### src/rtl/decode_stage.sv
// Decode slot between fetch and execute: holds one instruction, extracts fields, resolves branches/jumps.
// Latency: an instruction accepted at edge N is presented on out_* from cycle N+1; one instruction per cycle.
// Backpressure: in_ready drops while the slot is held and not firing; load-use and branch-operand hazards hold the slot.
// Optional build macro DECODE_JR_EN: treat JR/JALR as register-target jumps resolved here.
module decode_stage #(
    parameter int XLEN    = 32,
    parameter int RADDR_W = 5,
    parameter int CNT_W   = 32
) (
    input  logic               clk,
    input  logic               reset,
    input  logic               flush,
    input  logic               in_valid,
    output logic               in_ready,
    input  logic [XLEN-1:0]    in_pc,
    input  logic [31:0]        in_instr,
    output logic [RADDR_W-1:0] rs_addr,
    output logic [RADDR_W-1:0] rt_addr,
    input  logic [XLEN-1:0]    rs_data,
    input  logic [XLEN-1:0]    rt_data,
    input  logic               ex_load_valid,
    input  logic               ex_wr_valid,
    input  logic [RADDR_W-1:0] ex_wr_reg,
    output logic               out_valid,
    input  logic               out_ready,
    output logic [XLEN-1:0]    out_pc,
    output logic [XLEN-1:0]    out_rs_word,
    output logic [XLEN-1:0]    out_rt_word,
    output logic [31:0]        out_instr,
    output logic [5:0]         out_op,
    output logic [5:0]         out_func,
    output logic [RADDR_W-1:0] out_rs,
    output logic [RADDR_W-1:0] out_rt,
    output logic [RADDR_W-1:0] out_rd,
    output logic [XLEN-1:0]    out_link,
    output logic               redirect_valid,
    output logic [XLEN-1:0]    redirect_addr,
    output logic [CNT_W-1:0]   stall_cnt
);

    localparam logic [5:0] OP_SPECIAL = 6'h00;
    localparam logic [5:0] OP_J       = 6'h02;
    localparam logic [5:0] OP_JAL     = 6'h03;
    localparam logic [5:0] OP_BEQ     = 6'h04;
    localparam logic [5:0] OP_BNE     = 6'h05;
    localparam logic [5:0] OP_BLEZ    = 6'h06;
    localparam logic [5:0] OP_BGTZ    = 6'h07;
    localparam logic [5:0] FN_JR      = 6'h08;
    localparam logic [5:0] FN_JALR    = 6'h09;

    // Everything the slot keeps about the held instruction travels together.
    typedef struct packed {
        logic [XLEN-1:0] pc;
        logic [31:0]     instr;
    } slot_t;

    slot_t held;
    logic  held_valid;

    logic [5:0]      op;
    logic [5:0]      func;
    logic [15:0]     imm16;
    logic [XLEN-1:0] imm_sext;
    logic [XLEN-1:0] br_target;
    logic [XLEN-1:0] jmp_target;

    logic is_beq, is_bne, is_blez, is_bgtz, is_j, is_jal, is_jr;
    logic reads_branch_operands;
    logic uses_rt;
    logic match_rs, match_rt;
    logic hazard;
    logic fire;
    logic taken;
    logic [XLEN-1:0] target;

    // ------------------------------------------------------------------
    // Field extraction from the held instruction (valid or not).
    // ------------------------------------------------------------------
    assign op       = held.instr[31:26];
    assign func     = held.instr[5:0];
    assign imm16    = held.instr[15:0];
    assign imm_sext = {{(XLEN-16){imm16[15]}}, imm16};

    assign rs_addr  = RADDR_W'(held.instr[25:21]);
    assign rt_addr  = RADDR_W'(held.instr[20:16]);

    assign is_beq   = (op == OP_BEQ);
    assign is_bne   = (op == OP_BNE);
    assign is_blez  = (op == OP_BLEZ);
    assign is_bgtz  = (op == OP_BGTZ);
    assign is_j     = (op == OP_J);
    assign is_jal   = (op == OP_JAL);

`ifdef DECODE_JR_EN
    assign is_jr    = (op == OP_SPECIAL) && ((func == FN_JR) || (func == FN_JALR));
`else
    assign is_jr    = 1'b0;
`endif

    // Instructions whose outcome depends on register values this cycle.
    assign reads_branch_operands = is_beq | is_bne | is_blez | is_bgtz | is_jr;

    // Single-source instructions never wait on their rt field.
    assign uses_rt  = !(is_blez | is_bgtz | is_jr);

    // ------------------------------------------------------------------
    // Interlock: loads cannot forward in time for anything; ALU results
    // cannot forward in time for decode-stage branch comparison.
    // $0 is never a real dependency.
    // ------------------------------------------------------------------
    assign match_rs = (ex_wr_reg == rs_addr);
    assign match_rt = uses_rt && (ex_wr_reg == rt_addr);

    assign hazard   = held_valid
                   && (ex_wr_reg != '0)
                   && (match_rs || match_rt)
                   && (ex_load_valid || (ex_wr_valid && reads_branch_operands));

    assign out_valid = held_valid && !hazard && !flush;
    assign fire      = out_valid && out_ready;
    assign in_ready  = !held_valid || fire;

    // ------------------------------------------------------------------
    // Branch/jump resolution.
    // ------------------------------------------------------------------
    assign br_target  = held.pc + XLEN'(4) + (imm_sext << 2);
    assign jmp_target = {held.pc[XLEN-1:28], held.instr[25:0], 2'b00};

    // Select taken flag and target by opcode; BLEZ/BGTZ compare signed against zero.
    always_comb begin
        taken  = 1'b0;
        target = '0;
        if (is_beq) begin
            taken  = (rs_data == rt_data);
            target = br_target;
        end else if (is_bne) begin
            taken  = (rs_data != rt_data);
            target = br_target;
        end else if (is_blez) begin
            taken  = ($signed(rs_data) <= $signed({XLEN{1'b0}}));
            target = br_target;
        end else if (is_bgtz) begin
            taken  = ($signed(rs_data) > $signed({XLEN{1'b0}}));
            target = br_target;
        end else if (is_j || is_jal) begin
            taken  = 1'b1;
            target = jmp_target;
        end else if (is_jr) begin
            taken  = 1'b1;
            target = rs_data;
        end
    end

    // Redirect only on the handshake cycle so a stalled branch redirects once.
    assign redirect_valid = fire && taken;
    assign redirect_addr  = redirect_valid ? target : '0;

    // ------------------------------------------------------------------
    // Outputs to execute.
    // ------------------------------------------------------------------
    assign out_pc      = held.pc;
    assign out_instr   = held.instr;
    assign out_op      = op;
    assign out_func    = func;
    assign out_rs      = rs_addr;
    assign out_rt      = rt_addr;
    assign out_rd      = RADDR_W'(held.instr[15:11]);
    assign out_rs_word = rs_data;
    assign out_rt_word = rt_data;
    assign out_link    = held.pc + XLEN'(8);

    // Slot register: flush beats a new load, a new load beats draining.
    always_ff @(posedge clk) begin
        if (reset) begin
            held_valid <= 1'b0;
            held       <= '0;
        end else if (flush) begin
            held_valid <= 1'b0;
        end else if (in_valid && in_ready) begin
            held_valid <= 1'b1;
            held.pc    <= in_pc;
            held.instr <= in_instr;
        end else if (fire) begin
            held_valid <= 1'b0;
        end
    end

    // Count bubble cycles caused by interlocks; wraps naturally.
    always_ff @(posedge clk) begin
        if (reset) begin
            stall_cnt <= '0;
        end else if (hazard && !flush) begin
            stall_cnt <= stall_cnt + CNT_W'(1);
        end
    end

endmodule
### config.mk
export PLATFORM = sky130hd
export DESIGN_NAME = decode_stage
export DESIGN_NICKNAME = d
export VERILOG_FILES = /design/src/rtl/decode_stage.sv
export SDC_FILE = /design/constraint.sdc
export NUM_CORES = 1
export LEC_CHECK = 0
export ABC_AREA = 1
export CAP_MARGIN = 20
export CORE_MARGIN = 2
export CORE_UTILIZATION = 41
export DETAILED_ROUTE_END_ITERATION = 10
export PLACE_DENSITY = 0.83
export SLEW_MARGIN = 20
export SYNTH_ARGS = -nofsm -noshare
export SYNTH_HDL_FRONTEND = slang
export SYNTH_SLANG_ARGS = --single-unit
### constraint.sdc
create_clock -name clk -period 2.75 [get_ports clk]
set_clock_uncertainty 0.2 [all_clocks]
set_input_delay 0.55 -clock clk [delete_from_list [all_inputs] [get_ports clk]]
set_output_delay 0.55 -clock clk [all_outputs]
set_load 0.005 [all_outputs]
# Yosys cells after proc, flatten, opt, wreduce, memory -nomap -nowiden
# Cells that the tools add are included.
# word_totals
input_bits	140
regBits	97
output_inout_bits	264
wordCells	61
# classes
n_bitwise	5
order_cmp	2
add_sub_neg	4
n_reduce_logical	23
muxes	13
n_eq_ne	10
# op_table
op	count
$mux W32	6
$add A32 B1 Y32 const B	1
$add A32 B3 Y32 const B	1
$add A32 B32 Y32	1
$add A32 B4 Y32 const B	1
$eq A32 B32 Y1	1
$gt A32 B1 Y1 const B	1
$le A32 B1 Y1 const B	1
$ne A32 B32 Y1	1
$eq A6 B3 Y1 const B	4
$eq A6 B2 Y1 const B	2
$logic_and A1 B1 Y1	11
$eq A5 B5 Y1	2
$mux W1	7
$reduce_bool A5 Y1	1
$logic_not A1 Y1	4
$logic_or A1 B1 Y1	4
$or A1 B1 Y1	4
$reduce_and A2 Y1	1
$reduce_bool A2 Y1	1
$reduce_or A2 Y1	1
$not A1 Y1	1

# Longest topological paths before layout
# depth
depth_word	14
depth_mapped	19
mapped_depth_nobuf	19

# Worst setup path before layout
# OpenSTA, ideal clock, no wires.
# synth_path
path_type	register -> output
from	reg held, in the netlist out_instr[15]
to	out redirect_addr[23]
path_slack_ns	-0.260
path_stages_with_launch	13
t_arrival_ns	2.260
path_buffers	0
required_ns	2.000
cell_sequence	dfxtp_1 > ha_1 > ha_1 > nand2_1 > nor2_1 > inv_1 > nor2_1 > nand4_1 > nand3_1 > nand2_1 > nand3_1 > nand3_1 > nor2_1
# synth_via
elab_chain_cells	6
# synth_rtl
item	line	rtl
start, declared	57	slot_t held;
$add A32 B32 Y32 *	126	assign br_target = held.pc + XLEN'(4) + (imm_sext << 2);
$mux W32	142	end else if (is_bgtz) begin
$mux W32	139	end else if (is_blez) begin
$mux W32	136	end else if (is_bne) begin
$mux W32 *	133	if (is_beq) begin
$mux W32 *	156	assign redirect_addr = redirect_valid ? target : '0;
end, declared	37	output logic [XLEN-1:0] redirect_addr,
# Every way passes the cells marked *; elsewhere a longest branch is shown, timed or not.

# Worst setup path in the final report
# layout_path
from	reg held, in the netlist out_pc[3]
to	out redirect_addr[9]
# layout_via
elab_chain_cells	7
# layout_rtl
item	line
$add A32 B3 Y32 *	126
$add A32 B32 Y32 *	126
$mux W32	142
$mux W32	139
$mux W32	136
$mux W32 *	133
$mux W32 *	156
# Marks and branches as above.

==> summary.txt <==
STA
  – Worst Tran Pin Value: 0.574 ns
  – Setup Viol. Count Final: 55
  – Final hold viol count: 0
  – Final period utilization: 130%
  – WHS: 0.301 ns
  – Slew headroom: 61.4%
  – Unrepaired setup endpoints after global routing: yes
  – Slew Viols, Final: 0
  – Post-layout minimum cycle time: 3.59 ns
  – Fmax: 0.279 GHz
  – Setup ws final: -0.837 ns

Detailed routing
  – DRC: 0
  – Final wirelength: 52.8 mm
  – Post-DR wirelength/cell: 19.3 microns
  – Vias: 14400
  – DR pass1 iterations: 6
  – Iteration-0 DRC Markers: 1470
  – Detail Route Antenna Nets: 0
  – Vias per inst: 5.26

Cells and area
  – Area grow syn2layout: 79.7%
  – Area of the multi-input gates: 0.00868 sq mm
  – Non-Filler Instances: 2739
  – Layout cell share with drive strength beyond 1: 38.5%
  – Post-layout util: 75.4%
  – Fill count: 1853
  – Layout net count: 2602
  – FF/Latch Area: 0.00200 sq mm

Synth
  – Yosys top cell by area: dfxtp_1
  – Ys async rst share: 0%
  – Syn Inst Count: 1789
  – Synth top area share: 18.3%
  – Synth Net Count: 1989
  – Yosys warnings: 0
  – EDFF count, synth: 0
  – Distinct cells, synth: 42
  – Mean Syn Cell Area: 5.94 sq um
  – Register area share after synthesis: 18.3%
  – Predominant post-synthesis flop cell: dfxtp_1
  – Flops & latches, synth: 97
  – Ranking of synthesized cells by area: dfxtp_1, nand2_1, inv_1
  – Cell area after synthesis: 0.0106 sq mm

Power and ir drop
  – Power Dens Cells: 272 mW/mm^2
  – Maximum VDD drop: 0.298 mV
  – Leakage: 9.10 nW

Critical path
  – CP endpoint kind: output port
  – Setup crit start kind: register
  – Maximum fanout along the worst path: 3
  – WP data required: 2.00 ns
  – Critical path type: reg -> out
  – Worst Path Arrival: 2.84 ns

Global routing
  – Largest net degree at the start of global routing: 71
  – Vias in the first global route: 13800
  – First-pass GRT wire length: 75.1 mm
  – Gr usage total: 35.6%
  – Antenna violations before repair: 2
  – Congestion Overflow GR: 0

Place
  – Buffers on Ports: 403
  – Placed Cells: 2623
  – Hpwl dp: 36.7 mm
  – Gpl congestion: 0.984
  – Pre-CTS setup slack: -1.11 ns

Worst hold path
  – Hold WC Path Type: reg -> reg

Floorplanning
  – # rows: 58
  – Boundary Pins: 404
  – Die ar.: 0.0272 sq mm
  – Chip Height: 165 microns
  – Die width: 165 microns
  – Core Box Area: 0.0253 sq mm
  – Starting Density: 42.0%

Clock network
  – H-Tree Depth: 3
  – Num CTS Buffers: 9
  – Clock latency on the worst-skew pair: 0.37 ns
  – Clk slew on worst S/H paths: 0.08 ns
  – Clk buf depth: 2
  – CTS Sinks: 97
  – Hold Buf Count CTS: 0
  – Clock Tree Root: clkbuf_16
  – CTS tree: done

Status
  – Status: complete, but fails checks
  – Failing checks: negative setup slack

Job
  – Max-cap viol count: 0
==> registers in the layout, indices dropped and copies added (netlist names) <==
signal / count
stall_cnt: 32
held_valid: 1
out_instr: 32
out_pc: 32
==> metal layers <==
layer	vias up	wire, microns	GRT usage [%]
li1	6691	-	-
met1	6769	20500	44.3
met2	748	25200	59.7
met3	187	4540	7.48
met4	0	2500	14.8
met5	-	0	0
==> metrics by stage <==
stage	setup TNS, ns	instance area [sq um]	total power [W]
after CTS	-20.90	18200	0.00499
after global placement	-37.30	16100	0.00338
after global routing	-28.98	19100	0.00539
after floorplan	-0.0340	10700	0.00240
after detailed placement	-41.87	16100	0.00342
final	-24.92	19100	0.00520
==> worst max-delay path: stages (launching register included) <==
cell	delay, ns
dfxtp_4	0.36
ha_4	0.24
ha_4	0.16
inv_4	0.05
fa_2	0.21
inv_2	0.06
nand3_2	0.08
nand3_4	0.09
buf_4	0.15
buf_6	0.11
nand2_4	0.05
nand2_4	0.05
buf_4	0.14
or2_4	0.22
a32oi_1	0.19
buf_4	0.16
nor2_2	0.04
buf_2	0.12
==> worst paths after layout <==
kind / startpoint / endpoint / slack [ns] / depth (start not counted)
worst max-delay path: out_pc[3]$_SDFFE_PP0P_ / redirect_addr[9] / -0.84 / 17
worst min-delay path: stall_cnt[31]$_SDFFE_PP0P_ / stall_cnt[31]$_SDFFE_PP0P_ / 0.30 / 2
worst min register to register: stall_cnt[31]$_SDFFE_PP0P_ / stall_cnt[31]$_SDFFE_PP0P_ / 0.30 / 2
worst max register to register: out_instr[28]$_SDFFE_PP0P_ / out_pc[29]$_SDFFE_PP0P_ / 0.23 / 15
==> power breakdown <==
group | switching [W] | internal, W | total, W
Sequential | 0.0000785 | 0.00147 | 0.00155
Combinational | 0.00114 | 0.00121 | 0.00234
Clock | 0.000666 | 0.000638 | 0.00130
Total | 0.00188 | 0.00332 | 0.00520
==> synth_stat cells, types with 15 or more instances <==
library cell,n
a21oi_1,126
buf_1,15
buf_4,104
dfxtp_1,97
ha_1,59
inv_1,265
nand2_1,484
nand3_1,84
nand3_2,43
nand4_1,20
nor2_1,249
nor3_1,38
o21ai_0,23
xnor2_1,38
xor2_1,56
==> final cells by class <==
class / instances / share of cell area (%)
well taps: 330 / 2.16
clock buffers: 10 / 1.20
diodes: 2 / 0.0262
multi-input cells: 1266 / 45.4
repair buffers: 758 / 34.9
flip-flops and latches: 97 / 10.5
clock inverters: 6 / 0.327
inverters: 270 / 5.42
==> timing repair <==
| item | 4_1_cts | 5_1_grt |
|---|---|---|
| setup endpoints to repair | 60 | 57 |
| setup buffers | 70 | 38 |
| resized for setup | 799 | 251 |
| cloned | 4 | 0 |
| pin swaps | 173 | 150 |
==> cell families after synthesis <==
| logic type | synth area share [%] |
|---|---|
| and+or+nand+nor | 39.3 |
| buffers and inverters | 19.7 |
| AOI/OAI and AO/OA | 7.89 |
| DFF | 18.3 |
| xor gates and xnor gates | 7.74 |
| adders and majority gates | 7.13 |
==> placed cells by master (no fill, tap or decap), types with 62 or more instances in the layout <==
master             n
nand2_1          403
buf_4            276
clkdlybuf4s50_1  271
inv_1            231
nor2_1           185
buf_2             98
a21oi_1           97
buf_6             70
dfxtp_1           65
nand2_2           62
nand3_2           62
(Power assumes the default switching activity.)
